$ cat src/rtl/challenge_timer.sv
// challenge_timer: round engine for the binary-refinement game.
// Issues a random 8-bit challenge, runs the per-game countdown, judges each
// submission and accumulates a saturating score.
//
// Ports:
//   clk          system clock
//   rst          asynchronous, active-low reset
//   start        pulse: begin a new game (score cleared, timer reloaded)
//   clear        pulse: abort to idle, clear score and challenge
//   submit       pulse: judge sw against the current challenge
//   sw[7:0]      player's guess
//   chal[7:0]    current challenge
//   chal_valid   challenge is live; a submit now will be judged
//   time_left    seconds remaining in the game
//   time_up      one-cycle pulse when the game ends
//   result_valid one-cycle pulse, judgement available
//   is_correct   last judgement, held until the next one
//   score        correct answers this game, saturating at SCORE_MAX
module challenge_timer #(
   parameter int          GAME_TIME = 20,
   parameter int          TICK_DIV  = 100000000,
   parameter logic [15:0] SEED      = 16'hACE1,
   parameter int          SCORE_MAX = 9999
) (
   input  logic        clk,
   input  logic        rst,
   input  logic        start,
   input  logic        clear,
   input  logic        submit,
   input  logic [7:0]  sw,
   output logic [7:0]  chal,
   output logic        chal_valid,
   output logic [5:0]  time_left,
   output logic        time_up,
   output logic        result_valid,
   output logic        is_correct,
   output logic [13:0] score
);

   localparam int          TW        = $clog2(TICK_DIV);
   localparam logic [TW-1:0] TICK_LAST = TW'(TICK_DIV - 1);
   // An all-zero seed would lock the LFSR up forever.
   localparam logic [15:0] SEED_EFF  = (SEED == 16'h0000) ? 16'h0001 : SEED;
   localparam logic [13:0] SCORE_TOP = 14'(SCORE_MAX);
   localparam logic [5:0]  GAME_LEN  = 6'(GAME_TIME);

   typedef enum logic [1:0] {
      S_IDLE,
      S_GEN,
      S_PLAY,
      S_DONE
   } state_t;

   state_t          state, state_nxt;
   logic [15:0]     lfsr;
   logic [15:0]     lfsr_nxt;
   logic [7:0]      prev_chal, prev_nxt;
   logic [TW-1:0]   tick, tick_nxt;
   logic [7:0]      chal_nxt;
   logic            cv_nxt;
   logic [5:0]      tl_nxt;
   logic            tu_nxt;
   logic            rv_nxt;
   logic            ic_nxt;
   logic [13:0]     score_nxt;
   logic            running;
   logic            wrap;
   logic            expire;
   logic            match;

   // Fibonacci LFSR, x^16+x^14+x^13+x^11+1, right-shifting form.
   assign lfsr_nxt = {lfsr[0] ^ lfsr[2] ^ lfsr[3] ^ lfsr[5], lfsr[15:1]};

   assign running = (state == S_GEN) || (state == S_PLAY);
   assign wrap    = running && (tick == TICK_LAST);
   assign expire  = wrap && (time_left == 6'd1);
   assign match   = (sw == chal);

   always_ff @(posedge clk or negedge rst) begin
      if (!rst) begin
         state <= S_IDLE;
      end else begin
         state <= state_nxt;
      end
   end

   // Priority: clear > start > expiry > normal state activity (incl. submit).
   always_comb begin
      state_nxt = state;
      prev_nxt  = prev_chal;
      tick_nxt  = tick;
      chal_nxt  = chal;
      cv_nxt    = chal_valid;
      tl_nxt    = time_left;
      tu_nxt    = 1'b0;
      rv_nxt    = 1'b0;
      ic_nxt    = is_correct;
      score_nxt = score;

      if (clear) begin
         state_nxt = S_IDLE;
         score_nxt = '0;
         tl_nxt    = '0;
         cv_nxt    = 1'b0;
         chal_nxt  = '0;
         prev_nxt  = '0;
         tick_nxt  = '0;
      end else if (start) begin
         state_nxt = S_GEN;
         score_nxt = '0;
         tl_nxt    = GAME_LEN;
         tick_nxt  = '0;
         cv_nxt    = 1'b0;
      end else if (expire) begin
         // A submit landing in this cycle is deliberately discarded.
         state_nxt = S_DONE;
         tu_nxt    = 1'b1;
         cv_nxt    = 1'b0;
         tl_nxt    = '0;
         tick_nxt  = '0;
      end else begin
         if (running) begin
            if (wrap) begin
               tick_nxt = '0;
               tl_nxt   = time_left - 6'd1;
            end else begin
               tick_nxt = tick + TW'(1);
            end
         end

         case (state)
            S_GEN: begin
               // Never re-issue the previous challenge; retry next cycle.
               if (lfsr[7:0] != prev_chal) begin
                  chal_nxt  = lfsr[7:0];
                  prev_nxt  = lfsr[7:0];
                  cv_nxt    = 1'b1;
                  state_nxt = S_PLAY;
               end
            end
            S_PLAY: begin
               if (submit) begin
                  ic_nxt    = match;
                  rv_nxt    = 1'b1;
                  cv_nxt    = 1'b0;
                  state_nxt = S_GEN;
                  if (match && (score < SCORE_TOP)) begin
                     score_nxt = score + 14'd1;
                  end
               end
            end
            default: ;
         endcase
      end
   end

   always_ff @(posedge clk or negedge rst) begin
      if (!rst) begin
         lfsr         <= SEED_EFF;
         prev_chal    <= '0;
         tick         <= '0;
         chal         <= '0;
         chal_valid   <= 1'b0;
         time_left    <= '0;
         time_up      <= 1'b0;
         result_valid <= 1'b0;
         is_correct   <= 1'b0;
         score        <= '0;
      end else begin
         lfsr         <= lfsr_nxt;
         prev_chal    <= prev_nxt;
         tick         <= tick_nxt;
         chal         <= chal_nxt;
         chal_valid   <= cv_nxt;
         time_left    <= tl_nxt;
         time_up      <= tu_nxt;
         result_valid <= rv_nxt;
         is_correct   <= ic_nxt;
         score        <= score_nxt;
      end
   end

endmodule

$ cat config.mk
export PLATFORM = sky130hd
export DESIGN_NAME = challenge_timer
export DESIGN_NICKNAME = d
export VERILOG_FILES = /design/src/rtl/challenge_timer.sv
export SDC_FILE = /design/constraint.sdc
export NUM_CORES = 1
export LEC_CHECK = 0
export BUFFER_PORTS_ARGS = -buffer_cell sky130_fd_sc_hd__clkbuf_2
export CORE_UTILIZATION = 45
export DETAILED_ROUTE_END_ITERATION = 10
export PLACE_DENSITY_LB_ADDON = 0.08
export SETUP_SLACK_MARGIN = 0.02
export SLEW_MARGIN = 20
export SYNTH_ARGS = -nofsm -noshare
export SYNTH_HDL_FRONTEND = slang
export SYNTH_SLANG_ARGS = --single-unit
$ cat constraint.sdc
create_clock -name clk -period 2 [get_ports clk]
set_input_delay 0.1 -clock clk [delete_from_list [all_inputs] [get_ports clk]]
set_output_delay 0.1 -clock clk [all_outputs]
set_load 0.02 [all_outputs]
======== Word level (Yosys, flattened, before mapping) ========
Index checks and enable logic that the tools add are counted.
W data, S select, Z words.
word-level totals
  flip-flop bits (word level) ............. 77
  bits of input ports ..................... 13
  output and inout bits ................... 32
  word-level logic and storage cells ...... 89
operators by class
  $add $sub $neg .......................... 3
  $lt $le $gt $ge ......................... 1
  eq/ne operators ......................... 11
  mux-type cells .......................... 41
  bitwise gates (word level) .............. 6
  reduce and logical (&&, ||, !) cells .... 17
operators by type and width
  kind                     number
  $mux W27                 5
  $mux W14                 6
  $mux W8                  5
  $mux W6                  5
  $add A27 B1 Y27 const B  1
  $eq A27 B27 Y1 const B   1
  $add A14 B1 Y14 const B  1
  $lt A14 B14 Y1 const B   1
  $mux W1                  13
  $mux W2                  5
  $reduce_bool A3 Y1       3
  $eq A8 B8 Y1             1
  $ne A8 B8 Y1             1
  $reduce_and A4 Y1        2
  $reduce_bool A4 Y1       2
  $eq A6 B1 Y1 const B     1
  $sub A6 B1 Y6 const B    1
  $ne A5 B4 Y1 const B     1
  $ne A5 B5 Y1 const B     1
  $reduce_and A5 Y1        1
  $reduce_bool A5 Y1       1
  $pmux W2 S2              1
  $reduce_bool A2 Y1       2
  $logic_and A1 B1 Y1      3
  11 further kinds         15

======== Logic depth before layout (Yosys ltp) ========
  word-level depth ........................ 8
  mapped depth ............................ 10
  gate-level depth less buffers ........... 8

======== Worst setup path after synthesis ========
Ideal clock, no wire load.
  path kind ............................... reg-to-reg
  start ................................... register time_left[1]
  end ..................................... register prev_chal[0]
  arrival ................................. 1,905 ps
  required time ........................... 1,868 ps
  slack ................................... -37 ps
  cell stages (with the launch flop) ...... 11
  cell sequence ........................... dfrtp_1 > inv_1 > ha_1 > nor2b_1 > nand2_1 > nand4bb_1 > buf_2 > nor4bb_1 > buf_6 > mux2i_1 > nor2_1
between the ends
  word-level cells in the longest chain between the ends .. 4
RTL lines
  element                             line  text
  from (decl)                         33    output logic [5:0] time_left,
  from (signal assigned)              175   time_left <= tl_nxt;
  $eq A6 B1 Y1                        76    assign expire = wrap && (time_left == 6'd1);
  $logic_and A1 B1 Y1                 76
  $ne A2 B2 Y1 (no source line)       n/a
  $reduce_and A4 Y1 (no source line)  n/a
  to (signal assigned)                171   prev_chal <= prev_nxt;
  to (decl)                           57    logic [7:0] prev_chal, prev_nxt;
Every way passes these cells.
A chain may end at the register's enable or synchronous reset.

======== Worst setup path after layout ========
  start ................................... register state[0]
  end ..................................... register time_left[4]
between the ends
  word-level cells in the longest chain between the ends .. 7
  elaborated cells on any way between the ends .. 11
  classes of those cells .................. eq/ne (2); mux (3); reduce/logical (6)
RTL lines
  element                                              line  text
  from (decl)                                          54    state_t state, state_nxt;
  from (signal assigned)                               83    state <= state_nxt;
  $eq A2 B1 Y1 / $eq A2 B2 Y1 (equally long branches)  74    assign running = (state == S_GEN) || (state == S_PLAY);
  $logic_or A1 B1 Y1 *                                 74
  $logic_and A1 B1 Y1                                  75    assign wrap = running && (tick == TICK_LAST);
  $logic_and A1 B1 Y1                                  76
  $mux W6                                              114   end else if (expire) begin
  $mux W6                                              108   end else if (start) begin
  $mux W6                                              100   if (clear) begin
Mark *: on every way between the ends. The rest lies on a longest branch, timed or not.

==> metrics.txt <==
post-DP HPWL=6700 µm; post-synthesis sequential area ratio=0.496; final wirelength=9870 µm; number of synthesized flops with an enable pin=0; worst setup margin=-47.9 ps; max_slew headroom=0.560; worst vdd ir=0.000331 V; largest net degree at the start of global routing=41; Vias/cell=5.48; yosys synthesis warning count=0; Die X-Extent=95.2 µm; P per Cell Area=548 nW/µm²; endpoint class of the critical path=register; starting density of the core=0.471; Die Y=approximately 95 µm; core area=8300 µm²; #FFs+latches synth=77; clock sinks=between 70 and 80; Worst Setup Start Kind=register; XOR/XNOR Fraction of Synth Area=0.0897; mux share of post-synthesis cell area=0.0333; Hold Slack=63.4 ps; H-Tree Depth=3; grt ovf=0; CP arrival=2330 ps; CP max stage delay=390 ps; max-slew violations=0; RSZ-0062 raised after global routing=yes; DRT Pass-1 Iters=4; total I/O pin count=45; Total GRT Usage=0.233; Max FO, Critical Path=4; crit-path cells=inv_2, ha_4, nor4b_4, and4_1, and3_4, nand3_2, or3_1, a31oi_1; via count=3364; final setup violating endpoints=8; largest family of logic cells by synthesized area=simple AND/OR/NAND/NOR gates; Tot Pwr=2.94 mW; first-pass GRT wire length=15900 µm; status=complete, but fails checks; RD Place Congestion=0.843; post-layout minimum cycle time=2050 ps; Final Cycle Share=1.02; Clock Skew=9.38 ps; worst reg-to-reg setup slack=-50 ps; syn_area_per_cell=about 10 µm²; post-synthesis compound-gate area fraction=0.0839; fmax=0.488 GHz; initial antenna violation count=0; Worst Tran Pin Value=658 ps; Hold WC Path Type=in -> reg; Slowest cell on crit path=dfrtp_1; commonest non-fill, non-tap cells in the layout=dfrtp_1 (67), buf_4 (62), clkbuf_2 (43); worst skew pair latency=360 ps; simple-gate share of the synthesized area=0.251; Die ar.=9060 µm²; commonest non-fill, non-tap cell in the layout=dfrtp_1; ANT nets after route=0; Async S/R FF share, synth=1.00; top_reg_cell synth=dfrtp_1; clk slew on worst S/H paths=90 ps; CTS tree=done; ratio of cells with drive above 1 in the final layout=0.391; critical setup path kind=reg -> reg; buffers added on ports=44; Ant. Diodes=0; Root Buffer=clkbuf_8; initial DRC count=120; Leakage Power=about 2.4 nW; Adder-Cell Fraction of Synth Area=0.0192; Synth cell types=55; CTS max path bufs=2; number of remaining DRC errors=0; TritonCTS Buffers=9; failing checks=negative setup slack; Mapped Area=3910 µm²; Avg WL per Cell=16.1 µm; worst path required time=2280 ps; P&R area growth vs syn=37.2%; maxcap violations=0; FP Rows=33; Layout Nets=523; cells after synthesis=about 400; vias in the first global route=3209; Syn Nets=408; Hold Vio Cnt, Final=0
[synth_stat cells, drive strengths merged (4+ instances only)]
cell,instances,area [µm²]
inv,8,30.0
a21oi,14,70.1
and3,8,50.1
nor4,10,96.4
nor3,10,60.1
a31oi,5,31.3
or3,12,75.1
dfstp,8,210
clkbuf,7,26.3
xor2,24,210
nor2,47,176
nand4,17,106
xnor2,16,140
o21ai,11,55.1
nand2,35,139
ha,6,75.1
and4,4,35.0
nand3,18,95.1
mux2i,13,130
buf,8,48.8
dfrtp,69,1730
[critical path, delay by kind of cell (launching register included)]
| family | cells | cell delay (ps) |
|---|---|---|
| adder cells (fa/ha/maj) | 1 | 210 |
| AO/OA/AOI/OAI | 1 | 150 |
| buffers and inverters | 1 | 70 |
| AND/OR/NAND/NOR | 5 | 1150 |
| flip-flops | 1 | 390 |
[area by class of cell]
class | count | area (µm²)
Clock buffer | 9 | 124
Clock inverter | 7 | 57.6
Fill cell | 695 | 2940
Inverter | 8 | 30.0
Multi-Input combinational cell | 291 | 2230
Sequential cell | 77 | 1940
Tap cell | 105 | 131
Timing Repair Buffer | 117 | 848
[kinds of logic (layout without fill, tap and decap cells)]
logic type               after synthesis  in the layout
AO/OA/AOI/OAI                         51             51
XOR/XNOR                              40             40
adder cells (fa/ha/maj)                6              6
buffers and inverters                 23            141
flip-flops                            77             77
multiplexers                          13             13
AND/OR/NAND/NOR                      179            181
[power breakdown]
part	switching, mW	internal (mW)	total, mW
logic	0.147	0.0921	0.239
registers	0.00894	1.57	1.58
clock network	0.652	0.470	1.12
total	0.808	2.13	2.94
[state kept, by name, indices dropped and copies added, names as in the netlist]
signal and count:
state 2, prev_chal 8, chal_valid 1, is_correct 1
time_left 6, lfsr 16, tick 27, result_valid 1
score 14, time_up 1
[worst paths after layout]
| kind | start | end | cells after the start |
|---|---|---|---|
| setup / recovery | state[0] | time_left[4] | 8 |
| hold / removal | submit | result_valid | 3 |
| hold reg to reg | lfsr[9] | lfsr[8] | 0 |
| max in group asynchronous | rst | lfsr[11] | 3 |
| min in group asynchronous | rst | prev_chal[0] | 2 |
| setup reg to reg | state[0] | time_left[4] | 8 |
[per-layer routing]
| layer | track usage | wire length (µm) | vias to the layer above | part of all wire |
|---|---|---|---|---|
| li1 | - | - | 1633 | - |
| met1 | 0.321 | 4570 | 1646 | 0.46 |
| met2 | 0.368 | 4810 | 69 | 0.49 |
| met3 | 0.0375 | 305 | 16 | 0.031 |
| met4 | 0.0846 | 188 | 0 | 0.019 |
| met5 | 0 | 0 | - | 0 |
[per-stage QoR]
step	area, µm²	setup WS (ps)	cells	util	TNS [ps]
final	5360	-47.9	614	0.646	-129
after global routing	5360	-150	614	0.646	-2670
after CTS	4970	-29.2	607	0.599	-29.2
after detailed placement	4670	-121	582	0.563	-565
after global placement	4670	-61.0	582	0.563	-134
after floorplan	3930	8.41	389	-	0
[repair_timing]
item / in CTS / in global routing
resized for setup: 9 / 62
pin swaps: 13 / 33
setup endpoints to repair: 29 / 48
hold buffers: 1 / 0
gates cloned: 1 / 1
endpoints found under the hold margin: 37 / 0
setup buffers: 7 / 9
(Power assumes the default switching activity.)
